==> config.mk <==
export PLATFORM = sky130hd
export DESIGN_NAME = var_arbiter_flat
export DESIGN_NICKNAME = d
export VERILOG_FILES = /design/src/rtl/var_arbiter_if.sv /design/src/rtl/var_arbiter.sv /design/src/flat_wrapper.sv
export SDC_FILE = /design/constraint.sdc
export NUM_CORES = 1
export LEC_CHECK = 0
export CORE_MARGIN = 4
export CORE_UTILIZATION = 37
export CTS_BUF_LIST = sky130_fd_sc_hd__clkbuf_4 sky130_fd_sc_hd__clkbuf_8
export CTS_CLUSTER_DIAMETER = 100
export DETAILED_ROUTE_END_ITERATION = 10
export PLACE_DENSITY = 0.84
export SETUP_SLACK_MARGIN = 0.05
export SLEW_MARGIN = 5
export SYNTH_ARGS = -nofsm -noshare
export SYNTH_HDL_FRONTEND = slang
export SYNTH_SLANG_ARGS = --single-unit
==> constraint.sdc <==
create_clock -name clk -period 1.8 [get_ports clk]
set_input_delay 0.27 -clock clk [delete_from_list [all_inputs] [get_ports clk]]
set_output_delay 0.27 -clock clk [all_outputs]
set_load 0.02 [all_outputs]
==> src/rtl/var_arbiter_if.sv <==
// Bundle of the requester-side handshake signals and shared register outputs of var_arbiter.
// Handshake (four-phase, per port i):
//   1. Requester raises req[i] with dataIn slice i stable.
//   2. Arbiter loads dataOut and raises fin[i].
//   3. Requester drops req[i].
//   4. Arbiter drops fin[i].
// fin is one-hot or zero. req may be asynchronous to clk.
interface var_arbiter_if #(
   parameter int Width = 32,
   parameter int Ports = 4
);
   localparam int GidW = (Ports > 1) ? $clog2(Ports) : 1;

   logic [Ports-1:0]       req;
   logic [Ports*Width-1:0] dataIn;
   logic [Ports-1:0]       fin;
   logic [Width-1:0]       dataOut;
   logic                   busy;
   logic [GidW-1:0]        grantId;
   logic                   dbg_state;

   modport master (
      output req, dataIn,
      input  fin, dataOut, busy, grantId, dbg_state
   );

   modport slave (
      input  req, dataIn,
      output fin, dataOut, busy, grantId, dbg_state
   );
endinterface

==> src/rtl/var_arbiter.sv <==
// Round-robin arbiter sharing one Width-bit register among Ports four-phase requesters.
// dbg_state exposes the FSM (0 = IDLE, 1 = ACK).
module var_arbiter #(
   parameter int               Width        = 32,
   parameter int               Ports        = 4,
   parameter logic [Width-1:0] InitialValue = '0
) (
   input logic          clk,
   input logic          rstN,
   var_arbiter_if.slave bus
);
   localparam int GidW = (Ports > 1) ? $clog2(Ports) : 1;

   typedef enum logic {IDLE = 1'b0, ACK = 1'b1} state_t;

   state_t           state;
   logic [Ports-1:0] req_m;
   logic [Ports-1:0] req_s;
   logic [GidW-1:0]  last_grant;
   logic [GidW-1:0]  winner;
   logic [GidW-1:0]  idx;
   logic             found;

   // Search starts just after the last granted port and wraps around.
   always_comb begin
      found  = 1'b0;
      winner = '0;
      idx    = '0;
      for (int k = 1; k <= Ports; k++) begin
         idx = GidW'((int'(last_grant) + k) % Ports);
         if (!found && req_s[idx]) begin
            found  = 1'b1;
            winner = idx;
         end
      end
   end

   assign bus.dbg_state = state;

   always_ff @(posedge clk or negedge rstN) begin
      if (!rstN) begin
         req_m       <= '0;
         req_s       <= '0;
         state       <= IDLE;
         last_grant  <= GidW'(Ports - 1);
         bus.fin     <= '0;
         bus.dataOut <= InitialValue;
         bus.busy    <= 1'b0;
         bus.grantId <= '0;
      end else begin
         req_m <= bus.req;
         req_s <= req_m;
         case (state)
            IDLE: begin
               if (found) begin
                  bus.dataOut     <= bus.dataIn[int'(winner)*Width +: Width];
                  bus.fin         <= '0;
                  bus.fin[winner] <= 1'b1;
                  bus.grantId     <= winner;
                  bus.busy        <= 1'b1;
                  state           <= ACK;
               end
            end
            ACK: begin
               // Other pending requests wait here; req is level-held so none are lost.
               if (!req_s[bus.grantId]) begin
                  bus.fin    <= '0;
                  bus.busy   <= 1'b0;
                  last_grant <= bus.grantId;
                  state      <= IDLE;
               end
            end
            default: state <= IDLE;
         endcase
      end
   end
endmodule

==> src/flat_wrapper.sv <==
// flat-port wrapper written by rule: the top's interface ports become plain ports
module var_arbiter_flat 
#(
   parameter int               Width        = 32,
   parameter int               Ports        = 4,
   parameter logic [Width-1:0] InitialValue = '0
)
  (clk, rstN, bus_req, bus_dataIn, bus_fin, bus_dataOut, bus_busy, bus_grantId, bus_dbg_state);
  var_arbiter_if #(.Width(Width), .Ports(Ports)) bus_i ();
  input logic clk;
  input logic rstN;
  input wire logic [$bits(bus_i.req)-1:0] bus_req;
  input wire logic [$bits(bus_i.dataIn)-1:0] bus_dataIn;
  output wire logic [$bits(bus_i.fin)-1:0] bus_fin;
  output wire logic [$bits(bus_i.dataOut)-1:0] bus_dataOut;
  output wire logic [$bits(bus_i.busy)-1:0] bus_busy;
  output wire logic [$bits(bus_i.grantId)-1:0] bus_grantId;
  output wire logic [$bits(bus_i.dbg_state)-1:0] bus_dbg_state;
  assign bus_i.req = bus_req;
  assign bus_i.dataIn = bus_dataIn;
  assign bus_fin = bus_i.fin;
  assign bus_dataOut = bus_i.dataOut;
  assign bus_busy = bus_i.busy;
  assign bus_grantId = bus_i.grantId;
  assign bus_dbg_state = bus_i.dbg_state;
  var_arbiter #(.Width(Width), .Ports(Ports), .InitialValue(InitialValue)) u_core (.clk(clk), .rstN(rstN), .bus(bus_i));
endmodule
==> summary.txt, run 1 <==
Filler Cells Inserted -> 630
Final Total Pwr -> 8.37 mW
reg2reg path depth -> 6
Yosys Warn Count -> 0
Die Height -> 101 µm
Cell variety after synth -> 38
post-synthesis register bit count -> 50
status -> finished with violations
EDFF count, synth -> 0
number of H-tree levels -> 2
syn nets -> 486
PwrDens -> 1490 nW/µm²
I/O Buffers -> 173
RSZ-0062 raised after global routing -> true
Core ar. -> 8340 µm²
hpwl dp -> 8250 µm
fin. max-slew vios -> 0
GRT Resource Usage Total -> 21.2%
final net count -> 687
R2R Setup Slk -> -0.06 ns
clock sinks -> 50
Chip Width -> 101 µm
IR Drop Worst-Case VDD -> 0.801 mV
average vias per placed instance -> 5.35
maximum capacitance violations -> 0
clock-pin slew on the worst setup and hold paths -> 0.10 ns
CTS tree -> done
gr ovfl total -> 0
WL/cell -> 18.2 µm
Tcrit/Tclk final -> 103%
post-route ant nets -> 0
Mean Syn Cell Area -> 9.11 µm²
Worst R2R Start -> u_core.last_grant[1]$_DFFE_PN1P_
CTS Buf Count -> 5
drt first pass iters -> 4
Mapped Cells -> 352
Layout area overhead -> 74.6%
post-route cell area -> 5600 µm²
FMAX -> 539 MHz
Worst EP arrival -> 2.05 ns
Async S/R FF share, synth -> 100%
CP max FO -> 5
final hold vios -> 0
Multi-input gate area -> 1700 µm²
critical path endpoint category -> flip-flop
Post-route DRC -> 0
die area -> 10,200 µm²
PnR worst setup slack -> -0.0550 ns
Clock Tree Buf Depth -> 2
cell area after placement -> 5070 µm²
antenna violations before repair -> 0
First DRT Iteration DRCs -> 162
share of cells above drive strength 1 -> 16.6%
Hold Path Depth -> 0
register area share after synthesis -> 39.1%
Leakage -> 2.43 nW
kind of critical path -> flip-flop to flip-flop
root buffer cell -> clkbuf_8
Detailed Route WL -> 12,000 µm
number of global-route vias before repair -> 3,581
FP Rows -> 33
Setup violations, final -> 7
fin crit period -> 1.86 ns
worst-skew pair later-pin latency -> 0.31 ns
Initial Utilization -> 38.4%
sequential cell area -> 1260 µm²
crit start category -> flip-flop
Final GP Congestion -> 0.846
Setup TNS -> -0.120 ns
area of the mapped netlist -> 3210 µm²
largest net degree at the start of global routing -> 37
Worst Path Required -> 2.00 ns
Hold Crit Class -> flip-flop to flip-flop
first-pass GRT wire length -> 17,300 µm
max_slew headroom -> 67.8%
failing checks -> setup timing
I/O pins -> 174
ANT cells -> 0
Synth Flop Type -> dfrtp_1
Hold Startpoint -> u_core.req_m[0]$_DFF_PN0_
Slew @ Worst Pin -> 0.483 ns
r2r endpoint -> u_core.bus.dataOut[16]$_DFFE_PN0P_
DR vias -> 3,525
Worst Skew -> 0.00521 ns
WHS Endpoint -> u_core.req_s[0]$_DFF_PN0_
## worst max path at each step
stage	cells past startpoint	startpoint	slack [ns]	to
2_1_floorplan	7	u_core.last_grant[1]$_DFFE_PN1P_	0.11	u_core.bus.dataOut[0]$_DFFE_PN0P_
3_3_place_gp	5	u_core.req_s[3]$_DFF_PN0_	0.05	u_core.bus.dataOut[24]$_DFFE_PN0P_
3_5_place_dp	6	u_core.req_s[3]$_DFF_PN0_	-0.02	u_core.bus.dataOut[19]$_DFFE_PN0P_
4_1_cts	5	u_core.last_grant[1]$_DFFE_PN1P_	-0.01	u_core.bus.dataOut[10]$_DFFE_PN0P_
5_1_grt	6	u_core.last_grant[1]$_DFFE_PN1P_	-0.12	u_core.bus.dataOut[16]$_DFFE_PN0P_
6_report	6	u_core.last_grant[1]$_DFFE_PN1P_	-0.06	u_core.bus.dataOut[16]$_DFFE_PN0P_
## registers in the layout, summed over array words and instances (netlist names)
register              cells
u_core.bus.busy           1
u_core.last_grant         2
u_core.bus.dbg_state      1
u_core.bus.dataOut       32
u_core.req_s              4
u_core.bus.fin            4
u_core.req_m              4
u_core.bus.grantId        2
## layout make-up
cell class                      count  share of cell area, %
Tap cell                          105                   2.35
Inverter                           27                   1.81
Timing Repair Buffer              223                   41.4
Multi-Input combinational cell    246                   30.3
Clock inverter                      3                  0.447
Sequential cell                    50                   22.5
Clock buffer                        5                   1.23
## cells in the final DEF, fill, tap and decap left out, types with 2 or more instances in the layout
cell type,Yosys,layout
dfstp_2,2,2
o21ai_1,38,44
a21o_1,24,24
o22ai_1,32,32
nand2_1,10,10
a21oi_1,12,11
mux2i_1,34,29
mux2i_4,0,2
nor2b_2,1,2
clkdlybuf4s50_1,0,172
buf_12,3,8
nor2_1,34,33
clkbuf_16,0,3
inv_1,27,27
nand3_1,5,5
mux2_2,2,2
buf_6,10,10
buf_8,0,3
mux2i_2,0,3
o21ai_2,3,5
clkbuf_8,0,5
dfrtp_1,48,44
dfrtp_2,0,4
o21ai_0,24,15
buf_4,3,24
a41o_1,9,9
nor2_4,0,2
a21oi_2,1,2
## power breakdown
group	switching (mW)	leakage [nW]	total [mW]	internal [mW]
registers	0.437	0.560	2.06	1.62
clock network	0.418	0.0447	0.699	0.282
logic	2.74	1.82	5.61	2.87
total	3.59	2.43	8.37	4.77
## through the flow
stage | hold WS (ns) | setup WS [ns] | std cells | util, %
4_1_cts | 0.358 | -0.0147 | 637 | 63.0
6_report | 0.357 | -0.0550 | 659 | 67.1
5_1_grt | 0.366 | -0.118 | 659 | 67.1
2_1_floorplan | -0.0256 | 0.109 | 352 | -
3_5_place_dp | 0.255 | -0.0205 | 623 | 60.8
3_3_place_gp | 0.244 | 0.0469 | 623 | 60.8
## critical path: stages, from the launching register on
cell,delay (ns)
dfstp_2,0.61
mux2i_1,0.26
o221a_4,0.25
buf_8,0.14
buf_12,0.14
mux2i_2,0.25
o21ai_1,0.09
## synthesized netlist by cell type (2+ instances only)
master | number | area, µm²
dfrtp_1 | 48 | 1200
o21ai_1 | 38 | 190
mux2i_1 | 34 | 340
nor2_1 | 34 | 128
o22ai_1 | 32 | 200
inv_1 | 27 | 101
a21o_1 | 24 | 180
o21ai_0 | 24 | 120
a21oi_1 | 12 | 60.1
buf_2 | 10 | 50.1
buf_6 | 10 | 113
nand2_1 | 10 | 37.5
a41o_1 | 9 | 90.1
nand3_1 | 5 | 25.0
clkbuf_1 | 4 | 15.0
buf_12 | 3 | 60.1
buf_4 | 3 | 22.5
o21ai_2 | 3 | 26.3
dfstp_2 | 2 | 52.6
mux2_2 | 2 | 22.5
## kinds of logic (layout without fill, tap and decap cells)
logic type,Yosys count,after routing,synth area share (%)
DFF,50,50,39.1
buffers and inverters,57,258,11.3
xor gates and xnor gates,1,1,0.273
muxes,36,36,11.3
and+or+nand+nor,57,58,7.76
AOI/OAI and AO/OA,151,151,30.3
## routing by layer
layer  wire, µm  GRT usage (%)  vias up
li1           -              -     1668
met1       4510           23.9     1677
met2       6320           38.6      157
met3        918           5.74       23
met4        259           6.54        0
met5          0              0        -
## what timing repair did
item,CTS,global route
hold endpoints to repair,17,0
setup buffers,4,17
endpoints found under the setup margin,32,33
resized for setup,9,37
hold buffers,1,0
pin swaps,17,21
cloned,1,5
Power figures use the tool's default switching activity.
==> run 2: changes to the inputs <==
Clock period 1.8 ns to 1.54 ns, I/O delays scaled along.
==> summary.txt, run 2 (synthesis results as in run 1) <==
cell area after placement -> 5180 µm²
worst-skew pair later-pin latency -> 0.31 ns
Worst EP arrival -> 2.00 ns
CTS Buf Count -> 5
Placement Setup Slack -> -0.188 ns
Biggest register -> u_core.bus.dataOut
ANT cells -> 0
maximum capacitance violations -> 0
Layout area overhead -> 73.9%
post-route ant nets -> 0
hpwl dp -> 8080 µm
Initial Utilization -> 38.4%
fin crit period -> 1.79 ns
Worst Skew -> 0.0125 ns
kind of critical path -> flip-flop to flip-flop
PnR worst setup slack -> -0.252 ns
FMAX -> 558 MHz
critical path endpoint category -> flip-flop
clock-pin slew on the worst setup and hold paths -> 0.11 ns
die area -> 10,200 µm²
Chip Width -> 101 µm
crit start category -> flip-flop
post-layout util -> 66.9%
reg2reg path depth -> 5
Hold Path Depth -> 1
First DRT Iteration DRCs -> 137
fin. max-slew vios -> 0
largest net degree at the start of global routing -> 51
CTS tree -> done
final std cells w/o fill -> 655
I/O pins -> 174
FP Rows -> 33
RSZ-0062 raised after global routing -> true
I/O Buffers -> 173
Setup violations, final -> 32
GRT Resource Usage Total -> 21.4%
gr ovfl total -> 0
share of cells above drive strength 1 -> 17.1%
WL/cell -> 18.3 µm
DR vias -> 3,579
Final Total Pwr -> 9.52 mW
first-pass GRT wire length -> 17,400 µm
Clock Tree Buf Depth -> 2
Leakage -> 2.46 nW
failing checks -> setup timing
status -> finished with violations
IR Drop Worst-Case VDD -> 0.678 mV
Die Height -> 101 µm
PwrDens -> 1710 nW/µm²
Tcrit/Tclk final -> 116%
Slew @ Worst Pin -> 0.271 ns
Hold Crit Class -> primary input to flip-flop
final net count -> 683
Cells after DPL -> 631
max_slew headroom -> 81.4%
Final GP Congestion -> 0.805
drt first pass iters -> 4
Core ar. -> 8340 µm²
post-route cell area -> 5580 µm²
CP max stage cell -> dfstp_2
number of global-route vias before repair -> 3,642
max reg flops -> 32
final hold vios -> 0
Post-route DRC -> 0
most frequent cells in the layout -> 132 x clkdlybuf4s50_1, 46 x dfrtp_1, 41 x o21ai_1
average vias per placed instance -> 5.46
number of H-tree levels -> 2
CP max stage delay -> 0.63 ns
Detailed Route WL -> 12,000 µm
CP cell instances -> mux2i_2, o221a_4, clkbuf_16, mux2i_1, o22ai_1
clock sinks -> 50
CP max FO -> 8
Worst Path Required -> 1.74 ns
antenna violations before repair -> 0
root buffer cell -> clkbuf_8
commonest non-fill, non-tap cell in the layout -> clkdlybuf4s50_1
==> run 2: cell types whose count changed in the layout (fill, tap and decap cells not counted), sizes merged <==
cell,change
clkdlybuf4s50,-40
dlygate4sd2,+40
buf,-3
clkbuf,-2
a221o,+1
and3,+1
nor2,-1
==> run 2: where the power goes <==
part,internal (mW),switching (mW)
Sequential,1.90,0.464
Clock,0.329,0.486
Combinational,3.08,3.27
Total,5.31,4.22
==> run 2: per-layer routing <==
metal	routed length [µm]	GRT usage, %
met5	0	0
met4	233	6.34
met3	1010	6.09
met2	6290	38.0
met1	4480	25.0
==> run 2: worst max-delay path, delay by kind of cell, from the launching register on <==
family,cells,cell delay (ns)
flip-flops,1,0.63
buffers and inverters,1,0.19
multiplexers,2,0.46
AO/OA/AOI/OAI,2,0.39
==> run 2: repair_timing <==
action                     CTS  global route
hold endpoints to repair    48             0
hold buffers                 1             0
gates resized for setup     64            20
pin swaps                    8             9
cloned                       3             2
setup buffers                6             4
setup endpoints to repair   78            41
==> run 2: layout make-up <==
class,count,area (µm²)
clock buffers,5,68.8
clock inverters,3,25.0
fillers,621,2760
inverters,27,101
multi-input cells,247,1760
flip-flops and latches,50,1260
well taps,105,131
repair buffers,218,2240
==> run 2: metrics by stage <==
stage / hold slack (ns) / setup TNS (ns)
2_1_floorplan: -0.0646 / -3.76
3_3_place_gp: 0.245 / -3.16
3_5_place_dp: 0.245 / -4.70
4_1_cts: 0.344 / -4.70
5_1_grt: 0.339 / -9.17
6_report: 0.350 / -6.80
==> run 2: final timing paths <==
check                                                       from  slack, ns                                end
worst max-delay path            u_core.last_grant[1]$_DFFE_PN1P_      -0.25  u_core.bus.dataOut[6]$_DFFE_PN0P_
worst min-delay path                                  bus_req[1]       0.35          u_core.req_m[1]$_DFF_PN0_
worst max register to register  u_core.last_grant[1]$_DFFE_PN1P_      -0.25  u_core.bus.dataOut[6]$_DFFE_PN0P_
worst min register to register         u_core.req_m[3]$_DFF_PN0_       0.36          u_core.req_s[3]$_DFF_PN0_
max in group asynchronous                                   rstN       0.82   u_core.last_grant[0]$_DFFE_PN1P_
min in group asynchronous                                   rstN       0.44          u_core.req_m[0]$_DFF_PN0_
==> run 3: changes to the inputs <==
Settings changed: CTS_BUF_LIST sky130_fd_sc_hd__clkbuf_4 sky130_fd_sc_hd__clkbuf_8 to sky130_fd_sc_hd__clkbuf_2.
==> summary.txt, run 3 (synthesis results as in run 1) <==
Worst EP arrival -> 2.22 ns
maximum capacitance violations -> 0
Biggest register -> u_core.bus.dataOut
Final Total Pwr -> 10.3 mW
First DRT Iteration DRCs -> 159
CP top delay family -> flip-flops
hpwl dp -> 8080 µm
worst-skew pair later-pin latency -> 0.46 ns
Hold Worst Slack -> 0.157 ns
Crit path top cell by count -> buf_6
Buf/Inv on CP -> 3
Detailed Route WL -> 12,900 µm
PwrDens -> 1780 nW/µm²
FP Rows -> 33
I/O Buffers -> 173
clock-pin slew on the worst setup and hold paths -> 0.29 ns
gr ovfl total -> 0
post-route cell area -> 5780 µm²
critical path endpoint category -> flip-flop
most frequent cells in the layout -> 132 x clkdlybuf4s50_1, 44 x buf_4, 44 x dfrtp_1
CTS Buf Count -> 5
CP max FO -> 6
Initial Utilization -> 38.4%
post-layout util -> 69.3%
number of global-route vias before repair -> 3,738
first-pass GRT wire length -> 17,900 µm
fin crit period -> 1.83 ns
antenna violations before repair -> 0
average vias per placed instance -> 5.39
final std cells w/o fill -> 687
commonest non-fill, non-tap cell in the layout -> clkdlybuf4s50_1
Chip Width -> 101 µm
Leakage -> 2.62 nW
CP cell instances -> buf_6, nor2_4, a221oi_4, buf_6, buf_8, o21ai_2, o21ai_1
Hold Crit Class -> primary input to flip-flop
cell area after placement -> 5180 µm²
largest net degree at the start of global routing -> 51
GRT Resource Usage Total -> 22.0%
root buffer cell -> clkbuf_2
Slew @ Worst Pin -> 0.382 ns
max reg flops -> 32
final hold vios -> 0
CTS tree -> done
Clock Tree Buf Depth -> 2
Setup TNS -> -7.38 ns
Placement Setup Slack -> -0.188 ns
IR Drop Worst-Case VDD -> 0.694 mV
Tcrit/Tclk final -> 119%
post-route ant nets -> 0
I/O pins -> 174
final net count -> 715
FMAX -> 548 MHz
CP max stage cell -> dfstp_2
Final GP Congestion -> 0.805
Cells after DPL -> 631
number of H-tree levels -> 2
die area -> 10,200 µm²
WL/cell -> 18.8 µm
fin. max-slew vios -> 0
CP max stage delay -> 0.65 ns
share of cells above drive strength 1 -> 28.0%
Core ar. -> 8340 µm²
kind of critical path -> flip-flop to flip-flop
failing checks -> setup timing
drt first pass iters -> 6
status -> finished with violations
Setup violations, final -> 35
Worst Skew -> 0.0266 ns
crit start category -> flip-flop
ANT cells -> 0
Layout area overhead -> 80.1%
Post-route DRC -> 0
RSZ-0062 raised after global routing -> true
clock sinks -> 50
max_slew headroom -> 74.5%
Worst Path Required -> 1.93 ns
PnR worst setup slack -> -0.285 ns
Die Height -> 101 µm
DR vias -> 3,705
[run 3: cell type report]
| class | count | area, µm² |
|---|---|---|
| well taps | 105 | 131 |
| inverters | 27 | 101 |
| clock inverters | 3 | 25.0 |
| fillers | 600 | 2560 |
| flip-flops and latches | 50 | 1260 |
| multi-input cells | 247 | 1760 |
| clock buffers | 5 | 25.0 |
| repair buffers | 250 | 2470 |
[run 3: worst paths after layout]
| kind | from | endpoint | slack, ns | cells past startpoint |
|---|---|---|---|---|
| max in group asynchronous | rstN | u_core.last_grant[0]$_DFFE_PN1P_ | 1.01 | 3 |
| hold / removal | bus_req[1] | u_core.req_m[1]$_DFF_PN0_ | 0.16 | 1 |
| min in group asynchronous | rstN | u_core.req_m[0]$_DFF_PN0_ | 0.23 | 3 |
| setup reg to reg | u_core.last_grant[1]$_DFFE_PN1P_ | u_core.bus.dataOut[5]$_DFFE_PN0P_ | -0.29 | 7 |
| hold reg to reg | u_core.req_m[3]$_DFF_PN0_ | u_core.req_s[3]$_DFF_PN0_ | 0.40 | 0 |
| setup / recovery | u_core.last_grant[1]$_DFFE_PN1P_ | u_core.bus.dataOut[5]$_DFFE_PN0P_ | -0.29 | 7 |
[run 3: repair_timing]
action,4_1_cts,5_1_grt
buffers inserted,20,18
hold buffers,1,0
endpoints found under the hold margin,50,0
pin swaps,10,21
endpoints found under the setup margin,78,80
resized for setup,85,91
gates cloned,3,7
[run 3: metal layers]
metal  wire length [µm]  share of wire, %  GRT usage (%)
met3                934               7.2           4.91
met5                  0                 0              0
met2               6660                52           39.3
met4                227               1.8           6.24
met1               5090                39           26.2
[run 3: report_power, final]
part	leakage, nW	total, mW	switching (mW)	internal (mW)
combinational	2.03	7.40	3.69	3.72
sequential	0.559	2.30	0.412	1.89
clock	0.0296	0.601	0.480	0.121
total	2.62	10.3	4.58	5.73
